===== config.mk =====
export PLATFORM = sky130hd
export DESIGN_NAME = branch_predictor
export DESIGN_NICKNAME = d
export VERILOG_FILES = /design/src/rtl/branch_predictor.sv
export SDC_FILE = /design/constraint.sdc
export NUM_CORES = 1
export LEC_CHECK = 0
export ABC_AREA = 1
export CAP_MARGIN = 20
export CORE_MARGIN = 2
export CORE_UTILIZATION = 40
export CTS_BUF_LIST = sky130_fd_sc_hd__clkbuf_4
export DETAILED_ROUTE_END_ITERATION = 16
export PLACE_DENSITY = 0.57
export SKIP_CTS_REPAIR_TIMING = 1
export SLEW_MARGIN = 40
export SYNTH_ARGS = -nofsm -noshare
export SYNTH_HDL_FRONTEND = slang
export SYNTH_SLANG_ARGS = --single-unit

===== constraint.sdc =====
create_clock -name clock -period 5.3 [get_ports clock]
set_input_delay 1.06 -clock clock [delete_from_list [all_inputs] [get_ports clock]]
set_output_delay 1.06 -clock clock [all_outputs]
set_load 0.03 [all_outputs]

===== src/rtl/branch_predictor.sv =====
// Fetch-stage predictor: bimodal 2-bit counter table for conditional branches plus a
// direct-mapped tagged BTB for JAL/JALR; registered prediction one cycle after lookup.
module branch_predictor #(
  parameter int BHT_ENTRIES = 32,
  parameter int BTB_ENTRIES = 16,
  parameter int TAG_BITS    = 8
) (
  input  logic        clock,
  input  logic        reset,
  input  logic        if_valid,
  input  logic [31:0] if_pc,
  input  logic        if_cond_branch,
  input  logic        if_uncond_branch,
  input  logic        if_jump,
  input  logic        if_link,
  input  logic [6:0]  if_branch_imm1,
  input  logic [4:0]  if_branch_imm2,
  input  logic        upd_valid,
  input  logic [31:0] upd_pc,
  input  logic        upd_cond,
  input  logic        upd_taken,
  input  logic [31:0] upd_target,
  output logic        pred_valid,
  output logic        pred_taken,
  output logic [31:0] pred_target
);
  localparam int BHT_W  = $clog2(BHT_ENTRIES);
  localparam int BTB_W  = $clog2(BTB_ENTRIES);
  localparam int TAG_LO = BTB_W + 2;
  localparam int TAG_HI = TAG_LO + TAG_BITS - 1;

  logic [1:0]          bht        [BHT_ENTRIES];
  logic                btb_valid  [BTB_ENTRIES];
  logic [TAG_BITS-1:0] btb_tag    [BTB_ENTRIES];
  logic [31:0]         btb_target [BTB_ENTRIES];

  logic [BHT_W-1:0]    rd_bht_idx, wr_bht_idx;
  logic [BTB_W-1:0]    rd_btb_idx, wr_btb_idx;
  logic [TAG_BITS-1:0] rd_tag, wr_tag;
  logic [31:0]         imm;
  logic                btb_hit;
  logic [1:0]          ctr_cur, ctr_next;
  logic                nxt_valid, nxt_taken;
  logic [31:0]         nxt_target;
  logic                unused_pc_bits;

  assign rd_bht_idx = if_pc[BHT_W+1:2];
  assign wr_bht_idx = upd_pc[BHT_W+1:2];
  assign rd_btb_idx = if_pc[BTB_W+1:2];
  assign wr_btb_idx = upd_pc[BTB_W+1:2];
  assign rd_tag     = if_pc[TAG_HI:TAG_LO];
  assign wr_tag     = upd_pc[TAG_HI:TAG_LO];
  assign unused_pc_bits = ^{if_pc[1:0], if_pc[31:TAG_HI+1], upd_pc[1:0], upd_pc[31:TAG_HI+1]};

  // B-type immediate reassembled from the pre-decode fields, sign-extended from bit 12
  assign imm = {{19{if_branch_imm1[6]}}, if_branch_imm1[6], if_branch_imm2[0],
                if_branch_imm1[5:0], if_branch_imm2[4:1], 1'b0};

  assign btb_hit = btb_valid[rd_btb_idx] && (btb_tag[rd_btb_idx] == rd_tag);

  always_comb begin
    nxt_valid  = 1'b0;
    nxt_taken  = 1'b0;
    nxt_target = 32'h0;
    if (if_valid) begin
      nxt_valid  = 1'b1;
      nxt_target = if_pc + 32'd4;
      if (if_cond_branch) begin
        if (bht[rd_bht_idx][1]) begin
          nxt_taken  = 1'b1;
          nxt_target = if_pc + imm;
        end
      end else if (if_jump || if_link || if_uncond_branch) begin
        if (btb_hit) begin
          nxt_taken  = 1'b1;
          nxt_target = btb_target[rd_btb_idx];
        end
      end
    end
  end

  always_ff @(posedge clock or posedge reset) begin
    if (reset) begin
      pred_valid  <= 1'b0;
      pred_taken  <= 1'b0;
      pred_target <= 32'h0;
    end else begin
      pred_valid  <= nxt_valid;
      pred_taken  <= nxt_taken;
      pred_target <= nxt_target;
    end
  end

  assign ctr_cur = bht[wr_bht_idx];

  always_comb begin
    ctr_next = ctr_cur;
    if (upd_taken && ctr_cur != 2'b11) ctr_next = ctr_cur + 2'b01;
    else if (!upd_taken && ctr_cur != 2'b00) ctr_next = ctr_cur - 2'b01;
  end

  // Table writes land at the edge, so same-cycle lookups read the old contents
  always_ff @(posedge clock or posedge reset) begin
    if (reset) begin
      for (int i = 0; i < BHT_ENTRIES; i++) bht[i] <= 2'b01;
    end else if (upd_valid && upd_cond) begin
      bht[wr_bht_idx] <= ctr_next;
    end
  end

  always_ff @(posedge clock or posedge reset) begin
    if (reset) begin
      for (int i = 0; i < BTB_ENTRIES; i++) btb_valid[i] <= 1'b0;
    end else if (upd_valid && upd_taken) begin
      btb_valid[wr_btb_idx] <= 1'b1;
    end
  end

  // Tag and target are qualified by the valid bit and need no reset
  always_ff @(posedge clock) begin
    if (upd_valid && upd_taken) begin
      btb_tag[wr_btb_idx]    <= wr_tag;
      btb_target[wr_btb_idx] <= upd_target;
    end
  end
endmodule


# ---- Yosys cells after proc, flatten, opt, wreduce, memory -nomap -nowiden
# Memory sizes are Yosys's and may differ from the RTL's.
# Index checks and enable logic that the tools add are counted.
dict set report word_totals {
  regBits 114
  latch_bits 0
  mem_bits_rw 640
  romBits 0
  inputBits 118
  output_inout_bits 34
  elab_cells 110
  mem_count 2
}
dict set report op_classes {
  n_addsub 4
  n_mul 0
  n_div 0
  magnitude_cmp 6
  n_eq_ne 2
  shift 0
  mux 29
  n_bitwise 5
  reduce_logical 11
}
# name words word_bits rd rd_ports_with_merged_regs wr line_no
set mem_list {}
lappend mem_list {btb_target 16 32 1 0 1 35} ;# logic [31:0] btb_target [BTB_ENTRIES];
lappend mem_list {btb_tag 16 8 1 0 1 34} ;# logic [TAG_BITS-1:0] btb_tag [BTB_ENTRIES];
# cell count
set op_table {}
lappend op_table {{$mux 32} 5}
lappend op_table {{$bwmux 64} 1}
lappend op_table {{$add 32x3->32 const B} 1}
lappend op_table {{$add 32x32->32} 1}
lappend op_table {{$bmux 2 s5} 2}
lappend op_table {{$or 16x16->16} 1}
lappend op_table {{$mux 2} 7}
lappend op_table {{$ge 6x6->1 const B} 2}
lappend op_table {{$not 5->6} 2}
lappend op_table {{$mux 1} 11}
lappend op_table {{$demux 2 s5} 1}
lappend op_table {{$ge 5x5->1 const B} 2}
lappend op_table {{$not 4->5} 2}
lappend op_table {{$eq 8x8->1} 1}
lappend op_table {{$logic_and 1x1->1} 7}
lappend op_table {{$lt 6x1->1 const B} 1}
lappend op_table {{$lt 5x1->1 const B} 1}
lappend op_table {{$bmux 1 s4} 1}
lappend op_table {{$demux 1 s4} 1}
lappend op_table {{$add 2x1->2 const B} 1}
lappend op_table {{$logic_or 1x1->1} 2}
lappend op_table {{$ne 2x2->1 const B} 1}
lappend op_table {{$reduce_bool 2->1} 1}
lappend op_table {{$sub 2x1->2 const B} 1}
lappend op_table {{$logic_not 1->1} 1}

# ---- Depth between registers and ports, before layout
# Gate-level depths: netlist of the first run.
dict set report depth {
  ltp_word 9
  mapped_depth 20
  ltp_nobuf 18
}

# ---- Worst setup path after synthesis of the first run
# Ideal clock, no wire load.
dict set report synth_timing {
  kind {in2reg}
  start {in upd_pc[2]}
  end {mem btb_tag[13][0] (enable)}
  setup_ns 0.438
  arrival_time_ns 3.230
  t_required_ns 4.862
  slack_ns 1.631
  path_stages 4
  n_path_buf 0
  path_cell_list {inv_1 -> nor2_2 -> nand2_1 -> nor2_1}
}
# item line_no
set synth_rtl {}
lappend synth_rtl {{start, declared} 19} ;# input logic [31:0] upd_pc,
lappend synth_rtl {{end, declared} 34}
# No word-level cell before the write port.

# ---- Worst setup path after layout of the first run
dict set report layout_timing {
  start {in upd_pc[2]}
  end {reg bht[52] in the netlist's numbering}
}
dict set report layout_between {
  elab_chain_len 9
}
# item line_no
set layout_rtl {}
lappend layout_rtl {{$not 5->6 (implied by the code) (*)} {94, 107}}
lappend layout_rtl {{branches (longest 7 deep; another with $sub 2x1->2)} --}
lappend layout_rtl {{$bwmux 64 (*)} 107} ;# bht[wr_bht_idx] <= ctr_next;
lappend layout_rtl {{end signal, assigned by index} 107}
lappend layout_rtl {{end, declared} 32} ;# logic [1:0] bht [BHT_ENTRIES];
# Every way passes the cells marked *. The select of a mux whose other input is x is not followed.
# A chain may end at the register's enable or synchronous reset.

==> impl_metrics.tcl, run 1 <==
set metrics [dict create \
    synth_async_sr_flop_share_pct 15.1 \
    dieArea_um2 87900 \
    reg2regPathDepth 14 \
    cts_buffers 192 \
    finalSetupViolations 0 \
    start_util_pct 40.2 \
    clockPowerShare_pct 37.3 \
    fin_skew_ns 0.0651 \
    ys_ff_latch 754 \
    clock-sinks 754 \
    synth_flop_cell "edfxtp_1" \
    drt_pass1_iterations 6 \
    clk-insertion-delay-late_ns 1.08 \
    p_switching_w 0.00347 \
    chipHeight_um 296 \
    synth_top_cell_by_area "edfxtp_1" \
    avgRoutedWirePerCell_um 21.3 \
    final_max_slew_viol_count 0 \
    r2r_start "bht[21]" \
    max_freq_mhz 294 \
    worstPathArrival_ns 4.33 \
    io_pins 152 \
    grt_pass1_vias 24446 \
    required_ns 6.23 \
    peakVddDrop_mv 0.188 \
    worst_pin_slew_ns 0.837 \
    syn_inst 3244 \
    cp_max_fo 30 \
    reg2reg_slack_ns 2.46 \
    crit_type "in -> reg" \
    antenna_left 0 \
    p_leak_nw 14.8 \
    grt_antenna_before_repair 12 \
    combinationalPowerShare_pct 11.8 \
    grt_start_max_net_pins 115 \
    overflow 0 \
    hold_viol_final 0 \
    path_clk_slew_ns 0.06 \
    timing.rr.end "pred_target[23]" \
    postSynthAreaPerCell_um2 10.5 \
    final_nets 3609 \
    hold_path.class "in -> async" \
    grt_usage_pct 23.2 \
    dr_total_vias 25198 \
    rows 107 \
    syn_nets 3396 \
    synthTopCellsByCount "791 x nand2_1, 640 x edfxtp_1, 329 x a21oi_1" \
    die_w_um 296 \
    route.detailed.drc 0 \
    hpwlAfterDp_mm 58.2 \
    p_seq_share_pct 50.9 \
    drt_iter0_drc 2217 \
    internal_power_w 0.00982 \
    slew_headroom_pct 43.9 \
    synth_edf_count 640 \
    syn_to_final_growth_pct 14.9 \
    synth.cell_area_um2 34200 \
    power.density_nw_per_um2 338 \
    maxCapViolations 0 \
    synthTopCellsByArea "edfxtp_1 56%, nand2_1 8.7%, dfrtp_1 6.0%, a21oi_1 4.8%, nand3_1 3.0%" \
    cts-htree-levels 4 \
    root_buffer "clkbuf_4" \
    synth.most_common_cell "nand2_1" \
    coreArea_um2 85000 \
    yosys_warnings 0 \
    gp_congestion 0.975 \
    timing.setup.tns_ns 0 \
    rsz0062_at_grt "no" \
    fin_crit_ns 3.40 \
    grt_pass1_wl_mm 151 \
    drive_above_1_share_pct 12.8 \
    switching_share_pct 26.1 \
    instances_no_fill 4737 \
    fin_crit_sh_pct 64.1 \
    routed_wl_mm 101 \
    seq_area_frac_synth_pct 64.6 \
    viasPerCell 5.32 \
    cp-start-kind "input port" \
    clk_path_buf_depth 3 \
    dp.cells 4406 \
    tritoncts "yes" \
    synth_cell_types 50 \
    port_buffers 131 \
    worst_setup_path_end_kind "flip-flop" \
    status "complete, no violations" \
    synth.top_cell.area_share_pct 56.2 \
]
[critical path: stages]
cell             delay [ns]
clkdlybuf4s50_1        0.51
inv_1                  0.08
nand2_1                0.06
buf_4                  0.20
clkinv_1               0.39
a22oi_1                0.28
nand2_1                0.09
a21oi_1                0.14
nand4_1                0.10
nand2_1                0.19
inv_1                  0.07
ha_1                   0.18
nor2_1                 0.17
nor2_1                 0.10
xnor2_2                0.21
buf_4                  0.37
a31oi_1                0.13
[metal layers]
layer | up-vias | track usage, % | part of all wire, % | routed length, um
li1 | 11972 | - | - | -
met1 | 12148 | 31.9 | 44 | 44400
met2 | 911 | 36.4 | 46 | 46400
met3 | 157 | 5.14 | 7.8 | 7840
met4 | 10 | 7.93 | 2.1 | 2100
met5 | - | 0 | 0.055 | 55
[cell type report]
type,count,area [um2]
Timing Repair Buffer,186,1960
Sequential cell,754,22100
Fill cell,7977,45700
Clock buffer,290,2180
Multi-Input combinational cell,2099,10500
Inverter,224,863
Antenna cell,5,12.5
Clock inverter,35,259
Tap cell,1144,1430
[cells in the final DEF, fill, tap and decap left out, types with 21 or more instances in the layout]
cell	synthesis	final
a21oi_1	329	328
a22oi_1	72	72
a32o_1	45	45
buf_4	30	35
clkbuf_4	0	291
clkdlybuf4s50_1	0	127
clkinv_1	4	21
dfrtp_1	82	82
dfstp_2	32	32
edfxtp_1	640	640
ha_1	33	33
inv_1	210	209
nand2_1	791	791
nand3_1	207	207
nor2_1	267	251
nor3_1	25	25
o211ai_1	37	37
o21ai_0	103	103
o21ai_1	29	29
[worst max-delay path by stage]
| stage | from | end | slack, ns |
|---|---|---|---|
| after floorplan | reset | bht[11] | 1.28 |
| after global placement | upd_pc[2] | bht[10] | 0.99 |
| after detailed placement | upd_pc[2] | bht[10] | 0.91 |
| after CTS | pred_target[14] | pred_target[14] | 2.01 |
| after global routing | upd_pc[2] | bht[46] | 1.76 |
| final | upd_pc[2] | bht[52] | 1.90 |
[cell families after synthesis]
kind of cell               after synthesis  share of synthesized area, %
and+or+nand+nor                       1349                          16.2
DFF                                    754                          64.6
AOI/OAI and AO/OA                      678                          11.9
buffers and inverters                  391                          5.11
xor gates and xnor gates                38                         0.973
adders and majority gates               34                          1.27
[power groups by stage]
stage          Combinational [W]  Sequential (W)  Clock, W
2_1_floorplan           0.000922         0.00692         0
3_3_place_gp             0.00155         0.00688         0
3_5_place_dp             0.00156         0.00688         0
4_1_cts                  0.00156         0.00676   0.00510
5_1_grt                  0.00174         0.00678   0.00539
6_report                 0.00157         0.00676   0.00496
[metrics by stage]
step | total power [W] | utilization, % | instance area (um2) | hold WS (ns) | worst slack (ns)
floorplan | 0.00784 | - | 34200 | 0.424 | 1.28
global placement | 0.00843 | 43.3 | 36800 | 0.438 | 0.988
detailed placement | 0.00844 | 43.3 | 36800 | 0.452 | 0.909
CTS | 0.0134 | 46.2 | 39300 | 0.396 | 2.01
global route | 0.0139 | 46.2 | 39300 | 0.406 | 1.76
finish | 0.0133 | 46.2 | 39300 | 0.436 | 1.90
[registers in the layout, indices dropped and copies added, names as in the netlist]
signal / flops
btb_tag: 128
pred_target: 32
bht: 64
btb_target: 512
pred_taken: 1
pred_valid: 1
btb_valid: 16
No activity file was read; power rests on OpenSTA's default activity.
==> run 2: changes to the inputs <==
Settings changed: PLACE_DENSITY 0.57 to 0.59.
Clock period 5.3 ns to 2.93 ns, I/O delays scaled along.
==> run 2 against run 1 <==
  * First-iteration DRC count increased by 4.9%
  * Critical endpoint is now pred_target[5]
  * Sequential share of layout area decreased by 3.4 points
  * Clock power increased by 81%
  * Largest cell class unchanged
  * Utilization increased by 3.0 points
  * Die area unchanged
  * Power increased by 85%
  * Sequential power increased by 80%
==> impl_metrics.tcl, run 2 (synthesis results as in run 1) <==
set metrics [dict create \
    layout_common_cells "791 x nand2_1, 640 x edfxtp_1, 329 x a21oi_1, 290 x buf_4, 274 x clkbuf_4" \
    die_w_um 296 \
    design_area_um2 41800 \
    reg2regPathDepth 13 \
    cp-start-kind "flip-flop" \
    rows 107 \
    peakVddDrop_mv 0.345 \
    top_register "btb_target" \
    p_seq_share_pct 49.9 \
    path_clk_slew_ns 0.07 \
    route.detailed.drc 0 \
    holdWs_ns 0.196 \
    r2r_start "bht[5]" \
    slew_headroom_pct 56.3 \
    fin_skew_ns 0.0765 \
    start_util_pct 40.2 \
    crit_end "pred_target[5]" \
    required_ns 2.34 \
    drt_iter0_drc 2326 \
    overflow 0 \
    internal_power_w 0.0181 \
    power.density_nw_per_um2 587 \
    gp_congestion 0.955 \
    grt_usage_pct 23.6 \
    finalSetupViolations 0 \
    grt_pass1_vias 25987 \
    avgRoutedWirePerCell_um 20.4 \
    syn_to_final_growth_pct 22.3 \
    grt_antenna_before_repair 9 \
    clockPowerShare_pct 36.5 \
    rsz0062_at_grt "no" \
    p_leak_nw 16.2 \
    clk_path_buf_depth 3 \
    cts_buffers 189 \
    port_buffers 131 \
    hpwlAfterDp_mm 67.1 \
    clk-insertion-delay-late_ns 1.03 \
    routed_wl_mm 103 \
    chipHeight_um 296 \
    cp_max_fo 1 \
    cpLargestDelayFamily "buffers and inverters" \
    final_common_cell "nand2_1" \
    reg2reg_slack_ns 0.60 \
    largest_reg_flops 512 \
    maxCapViolations 0 \
    dp.cells 4692 \
    status "complete, no violations" \
    drt_pass1_iterations 8 \
    cts-htree-levels 4 \
    fin_crit_ns 2.69 \
    combinationalPowerShare_pct 13.6 \
    power_w 0.0245 \
    final_max_slew_viol_count 0 \
    worst_pin_slew_ns 0.653 \
    final_nets 3892 \
    tritoncts "yes" \
    p_switching_w 0.00642 \
    drive_above_1_share_pct 18.8 \
    worst_setup_path_end_kind "primary output" \
    dieArea_um2 87900 \
    path_buf_inv 1 \
    path_cells "clkdlybuf4s50_1" \
    io_pins 152 \
    antenna_left 0 \
    coreArea_um2 85000 \
    cp_num_cells 1 \
    top_regs "btb_target x512, btb_tag x128, bht x64" \
    place_area_um2 39400 \
    worstPathArrival_ns 2.11 \
    switching_share_pct 26.2 \
    dr_total_vias 26221 \
    grt_pass1_wl_mm 155 \
    timing.rr.end "pred_target[2]" \
    instances_no_fill 5026 \
    fin_util_pct 49.2 \
    root_buffer "clkbuf_4" \
    viasPerCell 5.22 \
    max_freq_mhz 371 \
    grt_start_max_net_pins 74 \
    clock-sinks 754 \
    hold_viol_final 0 \
    fin_crit_sh_pct 92.0 \
    max_stage_delay_ns 0.70 \
    hold_path.class "in -> reg" \
    critPathSlowestCell "clkdlybuf4s50_1" \
    crit_type "reg -> out" \
    startpoint "pred_target[5]" \
]
-- run 2: cell count changes in the layout (fill, tap and decap cells not counted), sizes merged --
cell           change
buf              +285
bufinv             +2
clkinvlp           +2
clkinv            +16
clkdlybuf4s50      +1
clkbuf            -17
dlygate4sd3        +1
diode              +2
inv                -3
-- run 2: area by class of cell --
class / instances / area [um2]
antenna: 7 / 17.5
tap: 1144 / 1430
clock inverter: 52 / 369
sequential: 754 / 22100
inverter: 224 / 862
timing repair buffer: 472 / 4520
multi-input combinational: 2099 / 10500
fill: 7809 / 43200
clock buffer: 274 / 2060
-- run 2: power groups by stage --
| stage | logic (W) | registers [W] | clock network, W |
|---|---|---|---|
| floorplan | 0.00167 | 0.0125 | 0 |
| global placement | 0.00331 | 0.0125 | 0 |
| detailed placement | 0.00333 | 0.0125 | 0 |
| CTS | 0.00335 | 0.0122 | 0.00919 |
| global route | 0.00366 | 0.0123 | 0.00971 |
| finish | 0.00335 | 0.0122 | 0.00896 |
-- run 2: worst min-delay path by stage --
stage	startpoint	endpoint	slack, ns	cells past startpoint
4_1_cts	reset	pred_target[3]	-0.18	2
3_5_place_dp	btb_valid[13]	btb_valid[13]	0.44	2
2_1_floorplan	btb_valid[13]	btb_valid[13]	0.42	2
3_3_place_gp	btb_valid[13]	btb_valid[13]	0.44	2
6_report	if_pc[0]	pred_target[0]	0.20	5
5_1_grt	if_pc[0]	pred_target[0]	0.16	5
-- run 2: metal layers --
layer	vias to the layer above	track usage, %	wire length, um
li1	12547	-	-
met1	12597	31.5	44200
met2	904	38.9	49600
met3	163	4.29	6520
met4	10	7.98	2420
met5	-	0	65
-- run 2: stage by stage --
stage                     setup TNS [ns]  setup WS, ns
after detailed placement          -36.68        -0.474
after floorplan                   -74.04        -0.265
after CTS                              0        0.0967
after global placement            -33.27        -0.418
final                                  0         0.235
after global routing                   0         0.131
-- run 2: worst reg2reg max path, cell delays in order (launching register included) --
cell	delay, ns
dfrtp_1	0.36
inv_1	0.11
nand2_1	0.06
o21ai_0	0.08
o22ai_1	0.10
buf_4	0.15
nand2_1	0.05
nand4_1	0.30
nand2_2	0.18
buf_4	0.18
o21ai_0	0.11
a21oi_1	0.26
o21ai_0	0.23
nor2_1	0.14
